### src/rtl/i2s_receiver.sv
// Slave-mode I2S deserializer: oversamples sck/lrck/sdout on the system clock and
// rebuilds WIDTH-bit left/right PCM pairs, emitting each complete pair with a one-cycle strobe.
module i2s_receiver #(
    parameter int WIDTH = 16
) (
    input  logic             clk,
    input  logic             rst_n,
    input  logic             audio_sck,
    input  logic             audio_lrck,
    input  logic             audio_sdout,
    output logic [WIDTH-1:0] audio_out_left,
    output logic [WIDTH-1:0] audio_out_right,
    output logic             sample_valid,
    output logic             locked
);

    localparam int                CNT_W   = $clog2(WIDTH) + 1;
    localparam logic [CNT_W-1:0] CNT_MAX = CNT_W'(WIDTH);
    localparam logic [CNT_W-1:0] CNT_END = CNT_W'(WIDTH - 1);
    localparam logic [CNT_W-1:0] CNT_ONE = CNT_W'(1);

    logic             sck_meta_q, sck_sync_q, sck_d_q;
    logic             lrck_meta_q, lrck_sync_q;
    logic             sdout_meta_q, sdout_sync_q;
    logic             sck_rise;

    logic             lrck_prev_q, lrck_prev_d;
    logic             chan_q, chan_d;
    logic [CNT_W-1:0] bit_cnt_q, bit_cnt_d;
    logic [WIDTH-1:0] shift_q, shift_d;
    logic [WIDTH-1:0] left_hold_q, left_hold_d;
    logic             left_ok_q, left_ok_d;
    logic [WIDTH-1:0] out_left_q, out_left_d;
    logic [WIDTH-1:0] out_right_q, out_right_d;
    logic             valid_q, valid_d;
    logic             locked_q, locked_d;
    logic [WIDTH-1:0] word;

    assign sck_rise = sck_sync_q & ~sck_d_q;

    always_comb begin
        lrck_prev_d = lrck_prev_q;
        chan_d      = chan_q;
        bit_cnt_d   = bit_cnt_q;
        shift_d     = shift_q;
        left_hold_d = left_hold_q;
        left_ok_d   = left_ok_q;
        out_left_d  = out_left_q;
        out_right_d = out_right_q;
        valid_d     = 1'b0;
        locked_d    = locked_q;
        word        = {shift_q[WIDTH-2:0], sdout_sync_q};

        if (sck_rise) begin
            lrck_prev_d = lrck_sync_q;
            // A word-select change opens a new channel; its first bit is the I2S delay slot.
            if (lrck_sync_q != lrck_prev_q) begin
                bit_cnt_d = '0;
                chan_d    = lrck_sync_q;
                locked_d  = 1'b1;
                if (!lrck_sync_q) begin
                    left_ok_d = 1'b0;
                end
            end else if (locked_q && (bit_cnt_q < CNT_MAX)) begin
                shift_d   = word;
                bit_cnt_d = bit_cnt_q + CNT_ONE;
                if (bit_cnt_q == CNT_END) begin
                    if (!chan_q) begin
                        left_hold_d = word;
                        left_ok_d   = 1'b1;
                    end else if (left_ok_q) begin
                        out_left_d  = left_hold_q;
                        out_right_d = word;
                        valid_d     = 1'b1;
                        left_ok_d   = 1'b0;
                    end
                end
            end
        end
    end

    always_ff @(posedge clk or negedge rst_n) begin
        if (!rst_n) begin
            sck_meta_q   <= 1'b0;
            sck_sync_q   <= 1'b0;
            sck_d_q      <= 1'b0;
            lrck_meta_q  <= 1'b0;
            lrck_sync_q  <= 1'b0;
            sdout_meta_q <= 1'b0;
            sdout_sync_q <= 1'b0;
            lrck_prev_q  <= 1'b0;
            chan_q       <= 1'b0;
            bit_cnt_q    <= '0;
            shift_q      <= '0;
            left_hold_q  <= '0;
            left_ok_q    <= 1'b0;
            out_left_q   <= '0;
            out_right_q  <= '0;
            valid_q      <= 1'b0;
            locked_q     <= 1'b0;
        end else begin
            sck_meta_q   <= audio_sck;
            sck_sync_q   <= sck_meta_q;
            sck_d_q      <= sck_sync_q;
            lrck_meta_q  <= audio_lrck;
            lrck_sync_q  <= lrck_meta_q;
            sdout_meta_q <= audio_sdout;
            sdout_sync_q <= sdout_meta_q;
            lrck_prev_q  <= lrck_prev_d;
            chan_q       <= chan_d;
            bit_cnt_q    <= bit_cnt_d;
            shift_q      <= shift_d;
            left_hold_q  <= left_hold_d;
            left_ok_q    <= left_ok_d;
            out_left_q   <= out_left_d;
            out_right_q  <= out_right_d;
            valid_q      <= valid_d;
            locked_q     <= locked_d;
        end
    end

    assign audio_out_left  = out_left_q;
    assign audio_out_right = out_right_q;
    assign sample_valid    = valid_q;
    assign locked          = locked_q;

endmodule

### config.mk
export PLATFORM = sky130hd
export DESIGN_NAME = i2s_receiver
export DESIGN_NICKNAME = d
export VERILOG_FILES = /design/src/rtl/i2s_receiver.sv
export SDC_FILE = /design/constraint.sdc
export NUM_CORES = 1
export LEC_CHECK = 0
export CAP_MARGIN = 20
export CORE_MARGIN = 2
export CORE_UTILIZATION = 40
export DETAILED_ROUTE_END_ITERATION = 8
export RECOVER_POWER = 25
export SKIP_LAST_GASP = 1
export SLEW_MARGIN = 0
export SYNTH_ARGS = -nofsm -noshare
export SYNTH_HDL_FRONTEND = slang
export SYNTH_SLANG_ARGS = --single-unit
### constraint.sdc
create_clock -name clk -period 3.6 [get_ports clk]
set_input_delay 0.36 -clock clk [delete_from_list [all_inputs] [get_ports clk]]
set_output_delay 0.36 -clock clk [all_outputs]
set_load 0.01 [all_outputs]
## Yosys cells after proc, flatten, opt, wreduce, memory -nomap -nowiden

Index checks and enable logic that the tools add are counted.

| word-level totals | value |
|---|---|
| flip-flop bits (word level) | 80 |
| output and inout bits | 34 |
| word-level logic and storage cells | 48 |

| operators by class | value |
|---|---|
| add/subtract/negate cells | 1 |
| $lt $le $gt $ge | 1 |
| equal/unequal tests | 3 |
| muxes and demuxes | 13 |
| bitwise operators | 4 |
| reduce and logical (&&, ||, !) cells | 9 |

Operators by type and width:

| cell | number |
|---|---|
| two-way mux 1 bit | 11 |
| two-way mux 5 bit | 2 |
| AND reduction 6 bit | 1 |
| adder 5 x 1 -> 5 bit, second input constant | 1 |
| == test 5 x 4 -> 1 bit, second input constant | 1 |
| < comparator 5 bit, second input constant | 1 |
| AND reduction 5 bit | 1 |
| AND reduction 2 bit | 2 |
| AND reduction 4 bit | 1 |
| nonzero test 2 bit | 2 |
| NOT 1 bit | 3 |
| AND reduction 3 bit | 1 |
| != test 2 bit, second input constant | 1 |
| AND 1 bit | 1 |
| logical AND 1 bit | 1 |
| != test 1 bit | 1 |

## Depth between registers and ports, before layout

| logic depth | value |
|---|---|
| depth in word-level cells | 6 |
| depth in mapped cells | 7 |

## Worst setup path before layout

Ideal clock, no wire load.

| timing | value |
|---|---|
| path kind | register to register |
| start | reg bit_cnt_q[0] |
| end | reg out_left_q[10] (netlist: audio_out_left[10]) |
| library setup time | 125 ps |
| data arrival time | 1793 ps |
| required time | 3475 ps |
| slack | 1683 ps |
| cell stages (with the launch flop) | 8 |
| buffers on the path | 1 |
| clock period less this slack | 1917 ps |
| cells stage by stage | dfrtp_1 ha_1 and3_1 ha_1 and3_1 nand3_4 buf_6 mux2_2 |

| on the way | value |
|---|---|
| word-level cells in the longest chain between the ends | 3 |
| elaborated cells between the ends (all ways) | 4 |
| those cells by class | order compare (1); eq/ne (1); reduce/logical (2) |

Ends and longest elaborated chain:

| item | line | source |
|---|---|---|
| start, declared | 29 | `logic [CNT_W-1:0] bit_cnt_q, bit_cnt_d;` |
| start signal, assigned | 111 | `bit_cnt_q <= bit_cnt_d;` |
| < comparator 5 bit | 64 | `end else if (locked_q && (bit_cnt_q < CNT_MAX)) begin` |
| logical AND 1 bit | 64 |  |
| AND reduction 6 bit (no source line) * | n/a |  |
| end signal, assigned | 115 | `out_left_q <= out_left_d;` |
| end, declared | 33 | `logic [WIDTH-1:0] out_left_q, out_left_d;` |

Mark *: on every way between the ends. The rest lies on a longest branch, timed or not.
A chain may end at the register's enable or synchronous reset.

==> impl_metrics.yaml <==
status:
  outcome: "finished, violations left"
  violations: "capacitance limit, slew limit"
worst_setup_path:
  critPathMaxFanout: 73
  crit_slowest_cell: "clkbuf_2"
  crit_end: "bit_cnt_q[3]$_DFFE_PN0P_"
  rr_startpoint: "bit_cnt_q[0]$_DFFE_PN0P_"
  crit_family: "buffers and inverters"
  cp-startpoint: "rst_n"
  r2r_slack_ns: 1.42
  cp_num_cells: 3
  worst_r2r_path_depth: 6
  worstPathCellList: "dlygate4sd3_1 > clkbuf_1 > clkbuf_2"
  crit_type: "input pin to asynchronous set/reset pin"
  cpPeakStageDelay_ns: 1.33
  arrival_ns: 2.56
  start_kind: "input pin"
  r2r_end: "audio_out_left[12]$_DFFE_PN0P_"
  required_ns: 3.74
  critPathCaptureType: "asynchronous set/reset pin"
  cp.buffers_inverters: 3
synth:
  netlist_area_um2: 3149
  syn-num-nets: 199
  syn-instance-count: 192
  syn_avg_cell_area_um2: 16.40
  ys_ff_latch: 80
  synth_warnings: 0
  ys_seq_area_share_pct: 63.57
  ys_types: 34
layout:
  nets: 243
  fill_cells: 693
  drive_gt1_share_pct: 34.44
  diodes: 0
  area_growth_pct: 20.26
pwr:
  p_leak_nw: 1.860
  vdd_drop_max_v: 0.0002395
  power_density_nw_per_um2: 463.7
  p_total_w: 0.001756
clock_tree:
  cts.sinks: 80
  insertion_delay_ns: 0.35
  max-clock-path-buffers: 2
  cts_root_buf: "clkbuf_8"
  numCtsBuffers: 9
  h-tree-depth: 3
  cts_resized: 0
  cts_hold_buffers: 0
  clk_pin_slew_ns: 0.09
  post_cts_buffers: 0
  cts_tree: "yes"
timing:
  hold_viol_final: 0
  final_max_slew_viol_count: 74
  fin_worst_skew_ns: 0.01088
  rsz0062_at_grt: "no"
  relSlewSlack_pct: -14.82
  tns_ns: 0
  setup_viol: 0
  period_minus_slack_ns: 2.423
  period_share_pct: 67.30
  worst_pin_slew_ns: 1.722
  timing.fmax_mhz: 412.7
routing:
  detail_route.wl_per_cell_um: 13.86
  topRoutingLayerUsed: "met4"
  final_antenna_net_count: 0
  drt-pass1-iter-count: 4
  vias: 1643
  drt_iter0_drc: 51
  viasPerCell: 4.790
  drc: 0
  dr_wl_met3_um: 177
  route.met2.wl_mm: 2.142
  drt-total-wl_mm: 4.754
  wl_met1_mm: 2.332
global_routing:
  grt_pass1_wl_mm: 8.411
  grt_overflow: 0
  grt_usage_pct: 12.69
  grt_max_degree: 81
  antenna_found_initial: 0
  grt_pass1_vias: 1683
floorplanning:
  core-area_um2: 7687
  start_util_pct: 40.97
  die_y_um: 92.73
  ios: 39
  die_x_um: 92.73
  dieArea_um2: 8599
  row_count: 32
placement:
  port_buffers: 38
  dp_hpwl_mm: 2.905
  gp_congestion: 0.7181
min_path:
  hold_path_depth: 0
  min_path_type: "flip-flop to flip-flop"
job:
  cap_violations: 1
-- area by class of cell --
class	count	area (um2)	area share, %
inverters	6	22.52	0.5946
well taps	102	127.6	3.370
clock buffers	9	123.9	3.271
flip-flops and latches	80	2002	52.86
clock inverters	7	61.31	1.619
repair buffers	40	389.1	10.27
multi-input cells	99	1061	28.01
-- state kept, by name, summed over array words and instances, names as in the netlist --
| register | cells |
|---|---|
| audio_out_left | 16 |
| audio_out_right | 16 |
| bit_cnt_q | 5 |
| chan_q | 1 |
| left_hold_q | 16 |
| left_ok_q | 1 |
| locked | 1 |
| lrck_meta_q | 1 |
| lrck_prev_q | 1 |
| lrck_sync_q | 1 |
| sample_valid | 1 |
| sck_d_q | 1 |
| sck_meta_q | 1 |
| sck_sync_q | 1 |
| sdout_meta_q | 1 |
| sdout_sync_q | 1 |
| shift_q | 15 |
-- metrics by stage --
stage / util, % / hold WS (ns) / instance area [um2] / setup WS [ns] / instances
detailed placement: 46.71 / 0.3363 / 3591 / 1.377 / 325
finish: 49.27 / 0.3573 / 3787 / 1.177 / 343
global placement: 46.71 / 0.3314 / 3591 / 1.429 / 325
CTS: 49.12 / 0.1978 / 3776 / 1.376 / 341
global route: 49.27 / 0.3736 / 3787 / 0.6640 / 343
floorplan: - / 0.06441 / 3149 / 1.683 / 192
-- worst register-to-register path: stages, from the launching register on --
cell	delay (ns)
dfrtp_1	0.39
ha_1	0.19
and3_1	0.17
ha_1	0.25
and3_1	0.23
nand3_4	0.39
mux2_1	0.47
-- cell usage after synthesis --
cell	count	share of area, %
nand2_1	2	0.24
a31oi_1	2	0.40
a2bb2oi_1	1	0.28
buf_4	2	0.48
nand2b_1	1	0.20
xnor2_4	1	0.87
xor2_1	2	0.56
a32o_1	1	0.32
nand2_4	1	0.36
clkbuf_1	1	0.12
and3_1	2	0.40
a21o_1	2	0.48
mux2_2	51	18
or2b_1	1	0.24
nand4_1	1	0.20
mux2_1	2	0.72
and2b_1	1	0.24
o21ai_0	2	0.32
nand4b_4	1	0.75
mux2_4	10	4.8
o21a_1	1	0.24
a22o_1	1	0.28
and4bb_2	1	0.40
nand3_1	1	0.16
inv_1	6	0.72
nand3_4	1	0.56
ha_1	2	0.79
a21oi_1	3	0.48
dfrtp_1	80	64
o2111ai_1	1	0.28
buf_6	4	1.4
o2bb2ai_1	1	0.28
o221ai_1	1	0.28
nor2b_1	2	0.40
-- cell families after synthesis --
family	Yosys count	share of synthesized area, %
adder cells (fa/ha/maj)	2	0.7945
flip-flops	80	63.57
XOR/XNOR	3	1.430
AND/OR/NAND/NOR	15	4.132
AO/OA/AOI/OAI	16	3.615
multiplexers	63	23.72
buffers and inverters	13	2.741
-- routing by layer --
metal | GRT usage, % | vias up
met2 | 18.07 | 31
met1 | 17.81 | 828
met3 | 2.604 | 8
met4 | 7.721 | 0
li1 | - | 776
met5 | 0 | -
-- where the power goes --
part           total (W)  leakage (nW)  switching, W  internal (W)
Combinational   0.000126         0.694     0.0000594     0.0000664
Sequential       0.00102          1.08     0.0000588      0.000957
Clock           0.000614        0.0888      0.000351      0.000263
-- cell usage in the layout (no fill, tap or decap), types with 3 or more instances in the layout --
cell type / synthesis / layout
inv_6: 0 / 3
a21oi_1: 3 / 3
mux2_2: 51 / 51
inv_1: 6 / 6
dfrtp_1: 80 / 80
dlygate4sd3_1: 0 / 4
mux2_4: 10 / 10
clkdlybuf4s50_1: 0 / 34
clkbuf_8: 0 / 9
-- how the worst min path moves through the flow --
stage / from / end / slack, ns
floorplan: rst_n / audio_out_left[0]$_DFFE_PN0P_ / 0.06
global route: lrck_meta_q$_DFF_PN0_ / lrck_sync_q$_DFF_PN0_ / 0.37
detailed placement: lrck_meta_q$_DFF_PN0_ / lrck_sync_q$_DFF_PN0_ / 0.34
finish: sck_meta_q$_DFF_PN0_ / sck_sync_q$_DFF_PN0_ / 0.36
global placement: sck_meta_q$_DFF_PN0_ / sck_sync_q$_DFF_PN0_ / 0.33
CTS: rst_n / sample_valid$_DFF_PN0_ / 0.20
Power figures use the tool's default switching activity.
==> patch (same settings) <==
Take the reset off `shift_q` and load it in a clocked block of its own.
--- a/src/rtl/i2s_receiver.sv
+++ b/src/rtl/i2s_receiver.sv
@@ -92,5 +92,4 @@
             chan_q       <= 1'b0;
             bit_cnt_q    <= '0;
-            shift_q      <= '0;
             left_hold_q  <= '0;
             left_ok_q    <= 1'b0;
@@ -110,5 +109,4 @@
             chan_q       <= chan_d;
             bit_cnt_q    <= bit_cnt_d;
-            shift_q      <= shift_d;
             left_hold_q  <= left_hold_d;
             left_ok_q    <= left_ok_d;
@@ -120,4 +118,8 @@
     end
 
+    always_ff @(posedge clk) begin
+        shift_q <= shift_d;
+    end
+
     assign audio_out_left  = out_left_q;
     assign audio_out_right = out_right_q;
Check against the original RTL: no difference found for any inputs over 10 cycles, from zero or initial values and one cycle with rst_n low; that may be too few to reach the edited logic, so the function may still have changed.
==> patch against the unedited design <==
  * The run still ends with max-capacitance violations, max-slew violations left
  * Worst hold slack lost 6.2 ps
  * Cell area shrank 2.9%
  * Sequential cell count unchanged
  * Total power decreased by 1.6%
  * Worst setup slack better by 220 ps
  * Area after synthesis down 4.4%
  * Sequential power decreased by 5%
  * Routed wire length down 5.2%
  * Critical path type is now reg2reg
==> patch: results (changes against the unedited design) <==
outcome=complete, but fails checks; violated checks=max-capacitance violations, max-slew violations; Post-DP HPWL=2.83 mm (-2.6%); Synth area leaders=dfrtp_1 54%, mux2_2 18%, edfxtp_1 15%; max-cap check violation count=1 (unchanged); post-place setup slack=1340 ps (-35.1 ps); Multi-In Gates=84 (-15%); met2 usage=17.7% (-0.40 points); global-route wire length before repair=7.59 mm (-9.8%); async set or reset register ratio after synthesis=81.3% (-19 points); met3 Use GR=2.92% (+0.32 points); relative slew slack=-7.53% (+7.3 points); number of fill cells=620 (-11%); routability cong.=0.706 (-1.7%); Worst Path Arrival=2430 ps (-130 ps); commonest cells in the netlist=65 x dfrtp_1, 47 x mux2_2, 15 x edfxtp_1; fraction of cell area in non-clock buffers=10.6% (+0.31 points); metal3 WL=155 um (-12%); clk_skew=10.1 ps (-0.735 ps); Slew Limit Fails=31 (-58%); Hold Path Sink=lrck_sync_q; largest net degree at the start of global routing=37 (-54%); Reg clk slew, reported paths=70 ps (-20 ps); routed vias/inst=4.87 (+1.6%); inverter count=4 (-2); crit path from=bit_cnt_q[0]; Leakage Power=0.00171 uW (-8.2%); worst vdd ir=0.195 mV (-19%); WL met2=2.03 mm (-5.1%); GRT met1 Usage=16.0% (-1.8 points); sequential share of cell area=56.5% (+3.6 points); Critical Path Sink=audio_out_left[2]; worst hold start=lrck_meta_q; reg2reg path depth=5 (-1); clkbuf count=10 (+1); Syn Nets=180 (-9.5%); nets=226 (-7.0%)
patch: metrics by stage:
| stage | area [um2] | cells |
|---|---|---|
| after floorplan | 3010 | 173 |
| after global placement | 3470 | 307 |
| after detailed placement | 3470 | 307 |
| after CTS | 3680 | 322 |
| after global routing | 3680 | 322 |
| final | 3680 | 322 |
patch: cell families after synthesis:
family / after synthesis / share of synthesized area (%)
and+or+nand+nor: 16 / 4.61
muxes: 49 / 18.6
buffers and inverters: 9 / 2.37
AOI/OAI and AO/OA: 14 / 3.49
xor gates and xnor gates: 3 / 1.12
adders and majority gates: 2 / 0.831
DFF: 80 / 69.0
patch: where the power goes:
| part | switching (uW) | leakage (uW) | total [uW] | internal, uW |
|---|---|---|---|---|
| Clock | 310 | 0.000103 | 699 | 388 |
| Sequential | 19.2 | 0.00102 | 966 | 947 |
| Combinational | 38.1 | 0.000589 | 64.0 | 25.9 |
patch: critical path, stage by stage, from the launching register on:
cell and delay, ps:
dfrtp_1 380, ha_1 190, and3_1 160, ha_1 300, nand4_4 550, mux2_4 490
